[config.mk]
export PLATFORM = sky130hd
export DESIGN_NAME = ca_code_gen
export DESIGN_NICKNAME = d
export VERILOG_FILES = /design/src/rtl/ca_code_gen.sv
export SDC_FILE = /design/constraint.sdc
export NUM_CORES = 1
export LEC_CHECK = 0
export CAP_MARGIN = 5
export CORE_UTILIZATION = 40
export CTS_CLUSTER_SIZE = 24
export DETAILED_ROUTE_END_ITERATION = 6
export GPL_ROUTABILITY_DRIVEN = 0
export HOLD_SLACK_MARGIN = 0.03
export PLACE_DENSITY_LB_ADDON = 0.1
export SYNTH_ARGS = -nofsm -noshare
export SYNTH_HDL_FRONTEND = slang
export SYNTH_SLANG_ARGS = --single-unit
[constraint.sdc]
create_clock -name clk -period 1.8 [get_ports clk]
set_input_delay 0.18 -clock clk [delete_from_list [all_inputs] [get_ports clk]]
set_output_delay 0.18 -clock clk [all_outputs]
set_load 0.03 [all_outputs]
[src/rtl/ca_code_gen.sv]
// ca_code_gen -- GPS L1 C/A Gold-code generator driven by the code NCO MSB.
//
// Every edge of the code NCO phase MSB is a half-chip tick. Two ticks make
// one chip. The generator produces early/prompt/late replicas at half-chip
// spacing, the current chip index and a one-cycle code-epoch strobe.
//
// Ports:
//   clk            in   system clock, rising edge
//   reset          in   asynchronous reset, active-low
//   enable         in   low: ticks ignored, state held (edge tracking runs)
//   load           in   synchronous code restart; latches tap_a/tap_b
//   tap_a, tap_b   in   G2 phase-select taps (1..10; others contribute 0)
//   code_phase_msb in   MSB of the code NCO phase accumulator
//   early          out  current generator chip
//   prompt         out  early delayed by one half-chip tick
//   late           out  early delayed by two half-chip ticks
//   chip_index     out  index of the current early chip, 0..CHIPS-1
//   epoch          out  one-cycle pulse when early starts chip 0
module ca_code_gen #(
  parameter int CHIPS = 1023
) (
  input  logic       clk,
  input  logic       reset,
  input  logic       enable,
  input  logic       load,
  input  logic [3:0] tap_a,
  input  logic [3:0] tap_b,
  input  logic       code_phase_msb,
  output logic       early,
  output logic       prompt,
  output logic       late,
  output logic [9:0] chip_index,
  output logic       epoch
);

  logic [10:1] g1_q, g1_d;
  logic [10:1] g2_q, g2_d;
  logic [3:0]  ta_q, ta_d;
  logic [3:0]  tb_q, tb_d;
  logic        h_q, h_d;
  logic        msb_q;
  logic [9:0]  idx_q, idx_d;
  logic        prompt_q, prompt_d;
  logic        late_q, late_d;
  logic        epoch_q, epoch_d;

  logic        tick;
  logic        acc_tick;
  logic        early_w;

  // Out-of-range taps select nothing rather than aliasing a stage.
  function automatic logic sel(input logic [10:1] g, input logic [3:0] t);
    logic r;
    r = 1'b0;
    for (int unsigned i = 1; i <= 10; i++) begin
      if (t == 4'(i)) r = g[i];
    end
    return r;
  endfunction

  assign tick     = code_phase_msb ^ msb_q;
  assign acc_tick = tick & enable & ~load;
  assign early_w  = g1_q[10] ^ sel(g2_q, ta_q) ^ sel(g2_q, tb_q);

  always_comb begin
    g1_d     = g1_q;
    g2_d     = g2_q;
    ta_d     = ta_q;
    tb_d     = tb_q;
    h_d      = h_q;
    idx_d    = idx_q;
    prompt_d = prompt_q;
    late_d   = late_q;
    epoch_d  = 1'b0;

    if (load) begin
      g1_d     = '1;
      g2_d     = '1;
      idx_d    = '0;
      h_d      = 1'b0;
      prompt_d = 1'b0;
      late_d   = 1'b0;
      ta_d     = tap_a;
      tb_d     = tap_b;
    end else if (acc_tick) begin
      h_d      = ~h_q;
      late_d   = prompt_q;
      prompt_d = early_w;
      if (h_q) begin
        // Forcing the registers back to all-ones at the wrap keeps the
        // period at CHIPS even when CHIPS differs from the LFSR length.
        if (idx_q == 10'(CHIPS - 1)) begin
          idx_d   = '0;
          g1_d    = '1;
          g2_d    = '1;
          epoch_d = 1'b1;
        end else begin
          idx_d = idx_q + 10'd1;
          g1_d  = {g1_q[9:1], g1_q[3] ^ g1_q[10]};
          g2_d  = {g2_q[9:1], g2_q[2] ^ g2_q[3] ^ g2_q[6] ^ g2_q[8] ^
                              g2_q[9] ^ g2_q[10]};
        end
      end
    end
  end

  always_ff @(posedge clk or negedge reset) begin
    if (!reset) begin
      g1_q     <= '1;
      g2_q     <= '1;
      ta_q     <= 4'd2;
      tb_q     <= 4'd6;
      h_q      <= 1'b0;
      msb_q    <= 1'b0;
      idx_q    <= '0;
      prompt_q <= 1'b0;
      late_q   <= 1'b0;
      epoch_q  <= 1'b0;
    end else begin
      g1_q     <= g1_d;
      g2_q     <= g2_d;
      ta_q     <= ta_d;
      tb_q     <= tb_d;
      h_q      <= h_d;
      // Tracks the MSB every cycle, including during load and while
      // disabled, so neither produces a spurious tick later.
      msb_q    <= code_phase_msb;
      idx_q    <= idx_d;
      prompt_q <= prompt_d;
      late_q   <= late_d;
      epoch_q  <= epoch_d;
    end
  end

  assign early      = early_w;
  assign prompt     = prompt_q;
  assign late       = late_q;
  assign chip_index = idx_q;
  assign epoch      = epoch_q;

endmodule

* Yosys cells after proc, flatten, opt, wreduce, memory -nomap -nowiden
Cells that the tools add are included.
** Word-level totals
- Logic and storage cells :: 90
- Register bits after elaboration :: 43
** Cells by class
- Bitwise logic cells :: 13
- Reduce and logical (&&, ||, !) cells :: 3
- Eq/ne operators :: 21
- Add/subtract/negate cells :: 1
- Muxes and demuxes :: 42
** Operators by type and width (count)
- 2-to-1 mux 10 bit :: 12
- equality test 4 x 3 -> 1 bit (second input constant) :: 8
- 2-to-1 mux 1 bit :: 30
- equality test 4 bit (second input constant) :: 6
- equality test 4 x 2 -> 1 bit (second input constant) :: 4
- adder 10 x 1 -> 10 bit (second input constant) :: 1
- equality test 10 bit (second input constant) :: 1
- XOR 1 bit :: 9
- equality test 4 x 1 -> 1 bit (second input constant) :: 2
- nonzero test 2 bit :: 2
- bitwise AND 1 bit :: 2
- inverter 1 bit :: 2
- AND reduction 2 bit :: 1

* Logic depth before layout (Yosys ltp)
Gate-level depths: netlist of run 1.
- Depth after elaboration :: 15
- Mapped depth :: 8
- Gate-level depth less buffers :: 7

* Worst setup path before layout of run 1
Ideal clock, no wire load.
- Kind :: register -> output
- From :: register ta_q[1]
- To :: output port early
- Setup slack :: -0.066 ns
- Stages on the path, launching flop included :: 7
- Data arrival time :: 1.686 ns
- Path buffers :: 0
- Cell sequence :: dfstp_2 -> mux2_2 -> o21ai_0 -> nand3_1 -> a31o_1 -> a21bo_1 -> nand2_1
** On the way
- Longest elaborated chain between the ends :: 13
- Elaborated cells on any way between the ends :: 22
** Ends and longest elaborated chain
- start: declaration :: line 38 : logic [3:0] ta_q, ta_d;
- start signal: assignment :: line 122 : ta_q <= ta_d;
- equality test 4 x 1 -> 1 bit :: line 56 : if (t == 4'(i)) r = g[i];
- 2-to-1 mux 1 bit (9 in a row) :: line 56
- 2-to-1 mux 1 bit (*) :: line 56
- XOR 1 bit (*) (2 in a row) :: line 63 : assign early_w = g1_q[10] ^ sel(g2_q, ta_q) ^ sel(g2_q, tb_q);
- end: declaration :: line 29 : output logic early,
Mark *: on every way between the ends. The rest lies on a longest branch, timed or not.

* Worst setup path in the final report of run 1
Ends and elaborated chain as after synthesis.

==> flow_summary.ini, run 1 <==
[grt]
overflow = 0
gr-usage-all-layers_pct = 18.4
grt_max_degree = 25
met1_usage_pct = 24.1
met3_usage_pct = 4.66
met2_usage_pct = 30.2
antenna_found_initial = 0
grt_pass1_vias = 1594
grt.busiest_layer = met2
grt_pass1_wl_um = 7410

[place]
dpl.cell_count = 291
io_buffer_count = 26
dp_hpwl_um = 3330

[worst_hold_path]
hold_class = in -> async

[detailed_routing]
via_count = 1590
wirelength_um = 4580
remaining_drc_errors = 0
final_antenna_net_count = 0
routedWlPerCell_um = 15.0
first_pass_iters = 4
drt-vias-per-instance = 5.21
drt_iter0_drc = 36

[synth]
netlist_instances = 175
synth_top_family_by_area = compound AO/OA/AOI/OAI gates
muxShareOfSynthArea_pct = 7.65
synth_area_leaders = dfstp_2 (30%), dfrtp_1 (24%), o22a_1 (7.7%), mux2_2 (5.0%), o21ai_0 (2.7%)
avgSynthCellArea_um2 = 11.7
synth_fp_nets = 190
synth_adder_area_share_pct = 1.22
yosysSeqAreaShare_pct = 54.0
synth_compound_area_share_pct = 18.3
synth_edf_count = 0
ys_warn_count = 0
yosysTopAreaCell = dfstp_2
synth_simple_gate_area_share_pct = 11.0
ys_types = 41
synthFlopType = dfstp_2
syn-cell-area_mm2 = 0.00204
synth_top_area_share_pct = 29.6
ys_ff_latch = 43
synth-async-reset-ratio_pct = 100
synth_xor_area_share_pct = 4.71

[worst_setup_path]
criticalPathCategory = reg -> out
start_kind = register
critPathSlowestCell = dfstp_2
path_cells = mux2_4 -> o21ai_2 -> nand3_2 -> a31o_1 -> a21bo_1 -> nand2_4 -> buf_6
cp.arrival_ns = 2.05
cp_max_fo = 2
critical_path.max_stage_delay_ns = 0.56
required_ns = 1.62
cp-end-kind = output pin

[clocking]
cts_root_buf = clkbuf_8
path_clk_slew_ns = 0.08
cts_buffers = 5
htree_levels = 2
cts_buffer_depth = 2
clock_latency_ns = 0.30
cts_tree = yes
cts_sinks = 43

[layout]
final_util_pct = 57.7
final_common_cell = buf_4
fillCellCount = 438
layout-area-overhead-vs-synth_pct = 36.0
final_cells = 305
n_antenna_cell = 0
final-seq-area_mm2 = 0.00111
layout.nets = 252
multi_input_area_um2 = 896
final_cell_mix = buf_4 (32), clkdlybuf4s50_1 (24), dfstp_2 (23)
drive_gt1_share_pct = 36.6

[status]
violations = negative setup slack
outcome = finished with violations

[pwr]
leakage_nw = 1.15
total_power_w = 0.00201
vdd_drop_max_mv = 0.466
p_per_area_mw_per_mm2 = 724

[sta]
relSlewSlack_pct = 63.7
fin_skew_ns = 0.00814
holdWs_ns = 0.390
setup_viol_count_final = 2
period_minus_slack_ns = 2.23
slew_viol_final = 0
fin_ws_ns = -0.431
rsz0062_at_grt = true
post-route-period-util_pct = 124
tightest_slew_ns = 0.544
hold_viol = 0
fmax_ghz = 0.448

[die]
core-area_mm2 = 0.00482
die_w_um = 73.5
fp-row-count = 25
fp.dieH_um = 73.5
io_pins = 27
die_area_mm2 = 0.00540
start_util_pct = 42.4

[run]
maxCapViolations = 0
==> cells in the mapped netlist, types with 2 or more instances <==
master	instances
nand4_1	3
mux4_2	2
inv_1	7
a31oi_1	2
nand2b_1	2
dfstp_2	23
nand3_1	4
mux2_2	9
buf_2	6
and3_1	2
o31ai_1	2
xor2_1	6
a21oi_1	6
o22a_1	18
dfrtp_1	20
ha_1	2
nor2_1	10
nor2b_1	2
and4_1	2
o21ai_0	11
buf_1	2
nand2_1	11
xnor2_1	5
==> registers in the layout (all words and copies together) (netlist names) <==
signal / flops
prompt: 1
late: 1
tb_q: 4
h_q: 1
msb_q: 1
g2_q: 10
chip_index: 10
epoch: 1
g1_q: 10
ta_q: 4
==> timing repair <==
item                                    in CTS  in global routing
endpoints found under the setup margin       2                  2
buffers inserted                             5                  1
cloned                                       0                  0
hold buffers                                 1                  0
resized for setup                            3                  6
pin swaps                                    5                  6
endpoints found under the hold margin       20                  0
==> final timing paths <==
path,cells past startpoint,to,slack (ns),from
min in group clk,1,msb_q$_DFF_PN0_,0.39,code_phase_msb
max in group asynchronous,3,g2_q[1]$_DFFE_PN1P_,0.67,reset
worst min-delay path,2,ta_q[2]$_DFFE_PN0P_,0.39,reset
worst min register to register,2,g1_q[10]$_DFFE_PN1P_,0.51,g1_q[9]$_DFFE_PN1P_
worst max-delay path,7,early,-0.43,ta_q[1]$_DFFE_PN1P_
worst max register to register,9,prompt$_DFFE_PN0P_,-0.27,ta_q[1]$_DFFE_PN1P_
==> stage by stage <==
step / setup slack, ns / TNS (ns) / cell area [um^2]
floorplan: -0.000381 / -0.000381 / 2050
global placement: -0.123 / -1.18 / 2610
detailed placement: -0.168 / -2.58 / 2610
CTS: -0.423 / -0.619 / 2760
global route: -0.506 / -0.885 / 2780
finish: -0.431 / -0.697 / 2780
==> layer usage <==
metal / vias to the layer above / wire length, um
li1: 766 / -
met1: 782 / 2070
met3: 5 / 190
met4: 0 / 40
met2: 37 / 2280
met5: - / 0
==> power by group <==
part,switching (W),internal (W)
Combinational,0.000138,0.000164
Clock,0.000325,0.000351
Sequential,0.0000328,0.00100
==> critical path, delay by kind of cell (launching register included) <==
kind                   cells  cell delay [ns]
buffers and inverters      1             0.12
multiplexers               1             0.31
flip-flops                 1             0.56
AND/OR/NAND/NOR            2             0.17
AO/OA/AOI/OAI              3             0.59
==> cells by family (layout without fill, tap and decap cells) <==
logic type | Yosys count | count (layout)
compound gates | 50 | 50
flops | 43 | 43
simple gates | 42 | 42
buf+inv | 15 | 78
mux | 12 | 12
xor+xnor | 11 | 11
fa+ha+maj | 2 | 2
==> layout make-up <==
class,instances,area share (%)
multi-input combinational,117,32.2
inverter,7,0.945
sequential,43,39.8
tap,67,3.01
timing repair buffer,63,20.5
clock buffer,8,3.60
Note: power is estimated with default switching activity, not from simulation.
==> inputs of run 2 (changes only) <==
--- a/config.mk
+++ b/config.mk
@@ -12,6 +12,8 @@
 export GPL_ROUTABILITY_DRIVEN = 0
 export HOLD_SLACK_MARGIN = 0.03
 export PLACE_DENSITY_LB_ADDON = 0.1
+export REMOVE_ABC_BUFFERS = 1
+export SLEW_MARGIN = 20
 export SYNTH_ARGS = -nofsm -noshare
 export SYNTH_HDL_FRONTEND = slang
 export SYNTH_SLANG_ARGS = --single-unit
==> flow_summary.ini, run 2 (synthesized netlist as in run 1, its figures left out) <==
[sta]
period_minus_slack_ns = 2.13
tightest_slew_ns = 0.554
holdWs_ns = 0.369
slew_viol_final = 0
relSlewSlack_pct = 63.1
rsz0062_at_grt = true
fin_ws_ns = -0.328
fmax_ghz = 0.470
hold_viol = 0
post-route-period-util_pct = 118
fin_skew_ns = 0.00856
setup_viol_count_final = 2

[grt]
gr-usage-all-layers_pct = 18.3
grt_pass1_wl_um = 7400
antenna_found_initial = 0
grt_pass1_vias = 1595
grt_max_degree = 25
overflow = 0

[detailed_routing]
wirelength_um = 4200
first_pass_iters = 4
via_count = 1541
wl_met2_um = 2150
drt-vias-per-instance = 5.22
routedWlPerCell_um = 14.2
final_antenna_net_count = 0
top_layer = met4
drt_iter0_drc = 48
dr_wl_met3_um = 145
met1_length_um = 1830
remaining_drc_errors = 0

[layout]
final_common_cell = buf_4
layout.nets = 242
final_cell_mix = buf_4 (25), clkdlybuf4s50_1 (24), dfstp_2 (23)
n_antenna_cell = 0
design_area_mm2 = 0.00266
drive_gt1_share_pct = 33.3
layout-area-overhead-vs-synth_pct = 30.3

[worst_hold_path]
min_from = code_phase_msb
holdPathEnd = msb_q$_DFF_PN0_
hold_path_depth = 1
hold_class = in -> reg

[pwr]
leakage_nw = 1.08
p_per_area_mw_per_mm2 = 723
p_seq_share_pct = 53.8
pwr-share-comb_pct = 13.9
clock_power_share_pct = 32.3
power_switching_w = 0.000503
vdd_drop_max_mv = 0.503
p_int_w = 0.00142
switching_share_pct = 26.1

[worst_setup_path]
criticalPathCategory = reg -> out
required_ns = 1.62
start_kind = register
reg2reg_to = prompt$_DFFE_PN0P_
cp.arrival_ns = 1.95
r2r_cells = 8
cp-end-kind = output pin
timing.rr.start = ta_q[1]$_DFFE_PN1P_
ff2ff_setup_slack_ns = -0.13
cp_max_fo = 3

[die]
fp-row-count = 25
start_util_pct = 42.4
fp.dieH_um = 73.5
core-area_mm2 = 0.00482
io_pins = 27
die_w_um = 73.5
die_area_mm2 = 0.00540

[clocking]
path_clk_slew_ns = 0.08
clock_latency_ns = 0.30
cts_buffer_depth = 2
cts_sinks = 43
cts_buffers = 5
htree_levels = 2
cts_root_buf = clkbuf_8
cts_tree = yes

[run]
maxCapViolations = 0

[place]
io_buffer_count = 26
dpl_cell_area_mm2 = 0.00252
dp_hpwl_um = 3120

[status]
outcome = finished with violations
violations = negative setup slack
[run 2: worst max-delay path, cell delays in order, from the launching register on]
cell	delay, ns
dfstp_2	0.56
mux2_4	0.31
o21ai_2	0.11
nand3_1	0.10
a31o_1	0.20
a21bo_1	0.18
nand2_1	0.08
buf_6	0.13
[run 2: power groups by stage]
| stage | Sequential, W | Combinational, W | Clock, W |
|---|---|---|---|
| finish | 0.00104 | 0.000268 | 0.000621 |
| global route | 0.00104 | 0.000293 | 0.000696 |
| CTS | 0.00104 | 0.000271 | 0.000648 |
| detailed placement | 0.00105 | 0.000249 | 0 |
| global placement | 0.00105 | 0.000240 | 0 |
| floorplan | 0.00106 | 0.000114 | 0 |
[run 2: per-layer routing]
| metal | GRT usage [%] | vias up |
|---|---|---|
| met5 | 0 | - |
| met4 | 6.62 | 0 |
| met3 | 4.94 | 8 |
| met2 | 31.2 | 30 |
| met1 | 22.1 | 758 |
| li1 | - | 745 |
[run 2: timing repair]
action	in CTS	in global routing
endpoints found under the hold margin	20	0
setup buffers	2	0
pin swaps	1	0
endpoints found under the setup margin	2	2
hold buffers	1	0
resized for setup	6	1
[run 2: how the worst max path moves through the flow]
stage,end,start,cells past startpoint
after floorplan,chip_index[8]$_DFFE_PN0P_,chip_index[0]$_DFFE_PN0P_,6
after global placement,early,ta_q[1]$_DFFE_PN1P_,7
after detailed placement,early,ta_q[1]$_DFFE_PN1P_,7
after CTS,early,ta_q[1]$_DFFE_PN1P_,7
after global routing,early,ta_q[1]$_DFFE_PN1P_,7
final,early,ta_q[1]$_DFFE_PN1P_,7
[run 2: stage by stage]
| step | TNS, ns | setup WS, ns | total power [W] | utilization [%] | instances |
|---|---|---|---|---|---|
| after detailed placement | -0.236 | -0.125 | 0.00130 | 52.4 | 284 |
| after floorplan | -7.06 | -0.459 | 0.00117 | - | 167 |
| final | -0.462 | -0.328 | 0.00193 | 55.3 | 295 |
| after global placement | -0.0875 | -0.0819 | 0.00129 | 52.4 | 284 |
| after global routing | -0.696 | -0.441 | 0.00203 | 55.3 | 295 |
| after CTS | -0.502 | -0.355 | 0.00196 | 55.3 | 295 |
[run 2: layout make-up]
type | count | area [um^2]
tap | 67 | 83.8
clock inverter | 3 | 25.0
clock buffer | 5 | 68.8
inverter | 7 | 26.3
multi-input combinational | 117 | 890
fill | 441 | 2150
timing repair buffer | 53 | 465
sequential | 43 | 1100
